### src/rtl/sdram_refresh_sched.sv
// SDRAM auto-refresh scheduler: accrues refresh debt every tREFI, requests the bus from the
// arbiter, and on grant issues an optional PRECHARGE-ALL followed by a REFRESH burst that clears the debt.
module sdram_refresh_sched #(
  parameter int T_REFI_CYC   = 780,
  parameter int T_RFC_CYC    = 7,
  parameter int T_RP_CYC     = 2,
  parameter int PRECHARGE_EN = 1,
  parameter int MAX_OWED     = 8,
  parameter int URGENT_LVL   = 6,
  parameter int ADDR_W       = 13,
  localparam int OWED_W      = $clog2(MAX_OWED + 1)
) (
  input  logic              sysclk_100M,
  input  logic              rst_n,
  input  logic              refresh_en,
  input  logic              arbit_refresh_ack,
  output logic              arbit_refresh_req,
  output logic              refresh_urgent,
  output logic              refresh_end,
  output logic [3:0]        cmd_reg,
  output logic [ADDR_W-1:0] sdram_addr,
  output logic [OWED_W-1:0] owed_cnt,
  output logic              overflow_err
);

  typedef enum logic [2:0] {
    S_IDLE,
    S_PRE,
    S_TRP,
    S_REF,
    S_TRFC,
    S_DONE
  } state_t;

  localparam logic [3:0] CMD_NOP = 4'b0111;
  localparam logic [3:0] CMD_PRE = 4'b0010;
  localparam logic [3:0] CMD_REF = 4'b0001;

  localparam int TIMER_W  = $clog2(T_REFI_CYC);
  localparam int WAIT_MAX = (T_RFC_CYC > T_RP_CYC) ? T_RFC_CYC : T_RP_CYC;
  localparam int WAIT_W   = $clog2(WAIT_MAX + 1);

  localparam logic [TIMER_W-1:0] TIMER_LAST = TIMER_W'(T_REFI_CYC - 1);
  localparam logic [OWED_W-1:0]  OWED_MAX   = OWED_W'(MAX_OWED);
  localparam logic [OWED_W-1:0]  OWED_URG   = OWED_W'(URGENT_LVL);
  localparam logic [WAIT_W-1:0]  TRP_LOAD   = WAIT_W'(T_RP_CYC - 1);
  localparam logic [WAIT_W-1:0]  TRFC_LOAD  = WAIT_W'(T_RFC_CYC - 2);

  state_t              state_q, state_d;
  logic [TIMER_W-1:0]  timer_q, timer_d;
  logic [WAIT_W-1:0]   wait_q, wait_d;
  logic [OWED_W-1:0]   owed_q, owed_d;
  logic                overflow_q, overflow_d;
  logic                urgent_q, urgent_d;
  logic                req_q, req_d;
  logic                end_q, end_d;
  logic [3:0]          cmd_q, cmd_d;
  logic [ADDR_W-1:0]   addr_q, addr_d;
  logic                tick;
  logic                refresh_now;

  // A REFRESH is on the bus exactly while the FSM sits in S_REF, since outputs follow state_q.
  assign refresh_now = (state_q == S_REF);

  always_comb begin
    timer_d = timer_q;
    tick    = 1'b0;
    if (refresh_en) begin
      if (timer_q == TIMER_LAST) begin
        timer_d = '0;
        tick    = 1'b1;
      end else begin
        timer_d = timer_q + TIMER_W'(1);
      end
    end
  end

  always_comb begin
    owed_d = owed_q;
    if (tick && !refresh_now) begin
      if (owed_q != OWED_MAX) begin
        owed_d = owed_q + OWED_W'(1);
      end
    end else if (!tick && refresh_now) begin
      owed_d = owed_q - OWED_W'(1);
    end
    overflow_d = overflow_q | (tick && (owed_q == OWED_MAX));
    urgent_d   = (owed_d >= OWED_URG);
  end

  // Outputs are decoded from the next state so the registered command lines up with state_q.
  always_comb begin
    state_d = state_q;
    wait_d  = wait_q;
    case (state_q)
      S_IDLE: begin
        if (req_q && arbit_refresh_ack) begin
          state_d = (PRECHARGE_EN != 0) ? S_PRE : S_REF;
        end
      end
      S_PRE: begin
        state_d = S_TRP;
        wait_d  = TRP_LOAD;
      end
      S_TRP: begin
        if (wait_q == '0) begin
          state_d = S_REF;
        end else begin
          wait_d = wait_q - WAIT_W'(1);
        end
      end
      S_REF: begin
        state_d = S_TRFC;
        wait_d  = TRFC_LOAD;
      end
      S_TRFC: begin
        if (wait_q == '0) begin
          state_d = (owed_d != '0) ? S_REF : S_DONE;
        end else begin
          wait_d = wait_q - WAIT_W'(1);
        end
      end
      S_DONE: begin
        state_d = S_IDLE;
      end
      default: begin
        state_d = S_IDLE;
      end
    endcase

    cmd_d  = CMD_NOP;
    addr_d = '0;
    end_d  = 1'b0;
    req_d  = 1'b0;
    case (state_d)
      S_PRE: begin
        cmd_d      = CMD_PRE;
        addr_d[10] = 1'b1;
      end
      S_REF: begin
        cmd_d = CMD_REF;
      end
      S_DONE: begin
        end_d = 1'b1;
      end
      S_IDLE: begin
        req_d = (state_q == S_IDLE) && (owed_q != '0);
      end
      default: begin
        cmd_d = CMD_NOP;
      end
    endcase
  end

  always_ff @(posedge sysclk_100M or negedge rst_n) begin
    if (!rst_n) begin
      state_q    <= S_IDLE;
      timer_q    <= '0;
      wait_q     <= '0;
      owed_q     <= '0;
      overflow_q <= 1'b0;
      urgent_q   <= 1'b0;
      req_q      <= 1'b0;
      end_q      <= 1'b0;
      cmd_q      <= CMD_NOP;
      addr_q     <= '0;
    end else begin
      state_q    <= state_d;
      timer_q    <= timer_d;
      wait_q     <= wait_d;
      owed_q     <= owed_d;
      overflow_q <= overflow_d;
      urgent_q   <= urgent_d;
      req_q      <= req_d;
      end_q      <= end_d;
      cmd_q      <= cmd_d;
      addr_q     <= addr_d;
    end
  end

  assign arbit_refresh_req = req_q;
  assign refresh_urgent    = urgent_q;
  assign refresh_end       = end_q;
  assign cmd_reg           = cmd_q;
  assign sdram_addr        = addr_q;
  assign owed_cnt          = owed_q;
  assign overflow_err      = overflow_q;

endmodule

### config.mk
export PLATFORM = sky130hd
export DESIGN_NAME = sdram_refresh_sched
export DESIGN_NICKNAME = d
export VERILOG_FILES = /design/src/rtl/sdram_refresh_sched.sv
export SDC_FILE = /design/constraint.sdc
export NUM_CORES = 1
export LEC_CHECK = 0
export BUFFER_PORTS_ARGS = -buffer_cell sky130_fd_sc_hd__buf_2
export CAP_MARGIN = 10
export CORE_ASPECT_RATIO = 0.6
export CORE_UTILIZATION = 60
export CTS_BUF_LIST = sky130_fd_sc_hd__clkbuf_8
export DETAILED_ROUTE_END_ITERATION = 8
export GPL_TIMING_DRIVEN = 1
export PLACE_DENSITY = 0.85
export SLEW_MARGIN = 20
export SYNTH_ARGS = -nofsm -noshare
export SYNTH_HDL_FRONTEND = slang
export SYNTH_SLANG_ARGS = --single-unit
### constraint.sdc
create_clock -name sysclk_100M -period 6.3 [get_ports sysclk_100M]
set_input_delay 0.315 -clock sysclk_100M [delete_from_list [all_inputs] [get_ports sysclk_100M]]
set_output_delay 0.315 -clock sysclk_100M [all_outputs]
set_load 0.005 [all_outputs]
# Word level (Yosys, flattened, before mapping)
# Cells that the tools add are included.
# word_totals
reg_bits	29
latchBits	0
ramBits	0
rom_bits	0
output_inout_bits	25
wordCells	59
memories	0
# classes
n_addsub	4
n_mul	0
div_mod_pow	0
n_lt_le_gt_ge	1
eq_ne	11
shifts	0
mux	17
bitwise_logic	1
n_reduce_logical	15
# op_table
operator	count
$mux W3	5
$pmux W3 S5	1
$mux W4	3
$add A10 B1 Y10 const B	1
$eq A10 B10 Y1 const B	1
$mux W10	1
$eq A3 B2 Y1 const B	3
$logic_not A3 Y1	3
$pmux W3 S3	1
$reduce_bool A4 Y1	2
$eq A3 B1 Y1 const B	2
$eq A3 B3 Y1 const B	2
$pmux W3 S2	1
$logic_and A1 B1 Y1	5
$mux W1	5
$add A4 B1 Y4 const B	1
$eq A4 B4 Y1 const B	1
$ge A4 B3 Y1 const B	1
$ne A4 B4 Y1 const B	1
$sub A4 B1 Y4 const B	1
$reduce_bool A3 Y1	1
$sub A3 B1 Y3 const B	1
$logic_not A1 Y1	2
$ne A2 B2 Y1 const B	1
other kinds (3)	3

# Longest topological paths before layout
# depth
ltp_word	13
ltp_mapped	8

# Worst setup path before layout
# Ideal clock, no wire load.
# synth_path
kind	reg-to-reg
from	register timer_q[0]
to	register state_q[1]
t_arrival_ns	2.013
required_ns	6.177
setup_slack_ns	4.164
stages_incl_launch_ff	9
n_path_buf	1
period_less_slack_ns	2.136
cell_sequence	dfrtp_1 -> ha_1 -> and2_2 -> and3_1 -> buf_6 -> o21ai_0 -> a32oi_1 -> or4_4 -> o2bb2ai_1
# synth_between
elab_chain_cells	11
word_cells_on_any_way	12
cone_classes	eq/ne: 1; mux: 7; reduce/logical: 4
# synth_lines
element	line	source
from (decl)	50	logic [TIMER_W-1:0] timer_q, timer_d;
from (signal assigned)	169	timer_q <= timer_d;
$eq A10 B10 Y1 (*)	69	if (timer_q == TIMER_LAST) begin
$mux W1 (*)	69	
$mux W1 (*)	68	if (refresh_en) begin
$logic_not A1 Y1	84	end else if (!tick && refresh_now) begin
$logic_and A1 B1 Y1	84	
$mux W4	84	
$mux W4 (*)	80	if (tick && !refresh_now) begin
named net owed_d[2]	52	logic [OWED_W-1:0] owed_q, owed_d;
$reduce_bool A4 Y1 (*)	118	state_d = (owed_d != '0) ? S_REF : S_DONE;
$mux W3 (*)	118	
$mux W3 (*)	117	if (wait_q == '0) begin
$pmux W3 S5 (*)	95	case (state_q)
named net state_d[1]	49	state_t state_q, state_d;
to (signal assigned)	168	state_q <= state_d;
to (decl)	49	
# The timed path passes the listed nets; every way through them passes the cells marked *.
# A chain may end at the register's enable or synchronous reset.

# Worst setup path in the final report
# layout_path
from	register state_q[2]
to	register state_q[1]
# layout_between
elab_chain_cells	8
word_cells_on_any_way	14
cone_classes	eq/ne: 4; mux: 5; reduce/logical: 5
# layout_lines
element	line	source
$eq A3 B2 Y1 (*)	63	assign refresh_now = (state_q == S_REF);
$logic_and A1 B1 Y1 or $logic_not A1 Y1 (tied branches)	84, 80	
$mux W4 or $logic_and A1 B1 Y1 (tied branches)	84, 80	
$mux W4 (*)	80	
named net owed_d[3]	52	
$reduce_bool A4 Y1 (*)	118	
$mux W3 (*)	118	
$mux W3 (*)	117	
$pmux W3 S5 (*)	95	
named net state_d[1]	49	
# Marked as above.

==> flow_summary.toml <==
[run_status]
outcome = "finished clean"

[cts]
cts_resized = 0
clock_latency_ns = 0.27
cts-hold-fix-buffers = 0
cts_buffers = 3
cts_root_buf = "clkbuf_8"
cts_buffer_depth = 2
cts_setup_buffers = 0
cts_sinks = 28
h-tree-depth = 1
cts_tree = "done"
clkTransAtPathRegs_ns = 0.09

[setup_path]
critPathRequiredTime_ns = 6.45
crit_slowest_cell = "dfrtp_1"
crit_chain = "nand3b_1 -> or4_1 -> mux2i_1 -> xor2_1 -> or4_4 -> o2bb2ai_1"
cpLargestDelayFamily = "simple AND/OR/NAND/NOR gates"
path_buf_inv = 0
path_max_fanout = 14
cp.arrival_ns = 2.64
slowest_delay_ns = 0.53
cp-start-kind = "flip-flop"
end_kind = "flip-flop"
critPathKind = "flip-flop to flip-flop"

[timing]
hold_violations = 0
timing.fmax_ghz = 0.4018
rsz0062_at_grt = "no"
worst_pin_slew_ns = 0.6065
finalCriticalPeriod_ns = 2.489
slew_violations = 0
setup_viol = 0
fin_crit_sh_pct = 39.51
clock_skew_ns = 0.0009399
fin_setup_tns_ns = 0
slew_headroom_pct = 59.56

[grt]
overflow = 0
grt_pass1_wl_um = 5078
global_route.usage.total_pct = 24.46
antenna_found_initial = 0
grt_max_degree = 29
grt_pass1_vias = 1080

[die]
core.rowCount = 13
ios = 29
die_w_um = 67.84
die_y_um = 41.50
core_area_um2 = 2310
dieArea_um2 = 2815
start_util_pct = 67.55

[synthesis]
syn_inst = 154
synth_area_um2 = 1560
yosys-top-cells-area = "dfrtp_1 (40%), buf_4 (6.3%), dfstp_2 (5.1%)"
synthFlopType = "dfrtp_1"
synth_cell_types = 48
yosysTopAreaCell = "dfrtp_1"
synth-edff-count = 0
yosysSeqAreaShare_pct = 45.15
yosysWarnings = 0
syn_avg_cell_area_um2 = 10.13
synth_top_area_share_pct = 40.10
synth_seq_cells = 28
async_flop_share_pct = 100.0

[final_layout]
areaGrowthSynthToFinish_pct = 6.897
largest_reg_flops = 10
largest_register = "timer_q"
nNetsFinal = 178
stdcell_count = 198
diodes = 0
drive_above_1_share_pct = 18.45

[detailed_routing]
via_count = 1164
dr.pass1.iters = 5
antenna_left = 0
drt-vias-per-instance = 5.879
wl_per_cell_um = 15.35
drt-initial-drc-count = 92
routed_wirelength_um = 3040
drc = 0

[hold_path]
hold_class = "input pin to async pin"

[run]
drv_cap = 0

[power]
p_per_area_nw_per_um2 = 445.6
leakage_nw = 0.7641
max-vdd-ir-drop_v = 0.0002784

[placement]
routabilityCongestion = 0.8174
dp_hpwl_um = 2290
io_buffer_count = 15
placedCellCount = 194
-- worst paths after layout --
kind / to / slack, ns / depth (start not counted) / startpoint
min reg2reg: overflow_err / 0.46 / 1 / overflow_err
max reg2reg: state_q[1] / 3.81 / 6 / state_q[2]
min: timer_q[1] / 0.04 / 1 / rst_n
max: state_q[1] / 3.81 / 6 / state_q[2]
min in group sysclk_100M: sdram_addr[10] / 0.31 / 2 / arbit_refresh_ack
max in group asynchronous: arbit_refresh_req / 5.87 / 1 / rst_n
-- cell usage in the layout, fill, tap and decap left out, types with 2 or more instances in the layout --
| master | instances |
|---|---|
| nand4_1 | 3 |
| dfstp_2 | 3 |
| conb_1 | 13 |
| xnor2_1 | 6 |
| o22ai_1 | 2 |
| nor3_1 | 4 |
| nand3_1 | 7 |
| buf_2 | 15 |
| ha_1 | 5 |
| o21ai_0 | 7 |
| nand3b_1 | 2 |
| or4_1 | 2 |
| xor2_1 | 5 |
| mux2i_1 | 2 |
| clkbuf_8 | 3 |
| a21o_2 | 2 |
| inv_1 | 9 |
| and3_1 | 4 |
| dfrtp_1 | 25 |
| a221oi_1 | 2 |
| nor2_1 | 8 |
| a21oi_1 | 6 |
| nor3b_1 | 2 |
| nand2_1 | 8 |
-- Yosys cell counts (2+ instances only) --
master and instances:
dfstp_2 3, inv_1 9, nor3_1 4, xor2_1 5, o22ai_1 2, o21ai_0 7, a21o_2 2, a21oi_1 6
or4_1 2, buf_4 13, nand4_1 3, xnor2_1 6, nor3b_1 2, a221oi_1 2, nand3_1 7, nor2_1 8
ha_1 5, mux2i_1 2, nand3b_1 2, and3_1 4, dfrtp_1 25, clkbuf_1 2, nand2_1 8
-- cell families after synthesis --
group / Yosys count / share of synthesized area (%)
flops: 28 / 45.15
buf+inv: 26 / 9.943
simple gates: 51 / 19.97
compound gates: 29 / 12.51
other cells: 1 / 0.2403
mux: 3 / 2.005
xor+xnor: 11 / 6.175
fa+ha+maj: 5 / 4.010
-- metrics by stage --
stage          worst slack (ns)  power, mW  hold WS, ns  utilization [%]  cell area, um2
6_report                  3.811     0.7433      0.03947            72.21            1668
5_1_grt                   3.589     0.7956      0.08278            72.21            1668
4_1_cts                   3.850     0.7412      0.05663            72.21            1668
3_5_place_dp              3.930     0.5996       0.3628            69.12            1597
3_3_place_gp              3.998     0.5757       0.3497            69.12            1597
2_1_floorplan             4.164     0.5166      0.01941                -            1605
-- power by group --
part | internal [mW] | switching, mW | total (mW) | leakage (nW)
clock network | 0.0851 | 0.0548 | 0.140 | 0.0357
logic | 0.131 | 0.145 | 0.276 | 0.389
registers | 0.242 | 0.0849 | 0.327 | 0.339
-- cell type report --
type	count	area, um2
clock buffer	3	41.29
clock inverter	1	30.03
fill	180	641.9
inverter	9	33.78
multi-input combinational	112	745.7
sequential	28	704.4
tap	30	37.54
timing repair buffer	15	75.07
-- worst reg2reg max path, stage by stage, from the launching register on --
cell       delay (ns)
dfrtp_1          0.53
nand3b_1         0.37
or4_1            0.47
mux2i_1          0.21
xor2_1           0.14
or4_4            0.47
o2bb2ai_1        0.17
-- metal layers --
layer  share of wire (%)  GRT usage [%]
met1                  48          36.69
met2                  42          34.85
met3                 9.3          8.516
met4                0.69          3.333
met5                   0              0
Power figures use the tool's default switching activity.
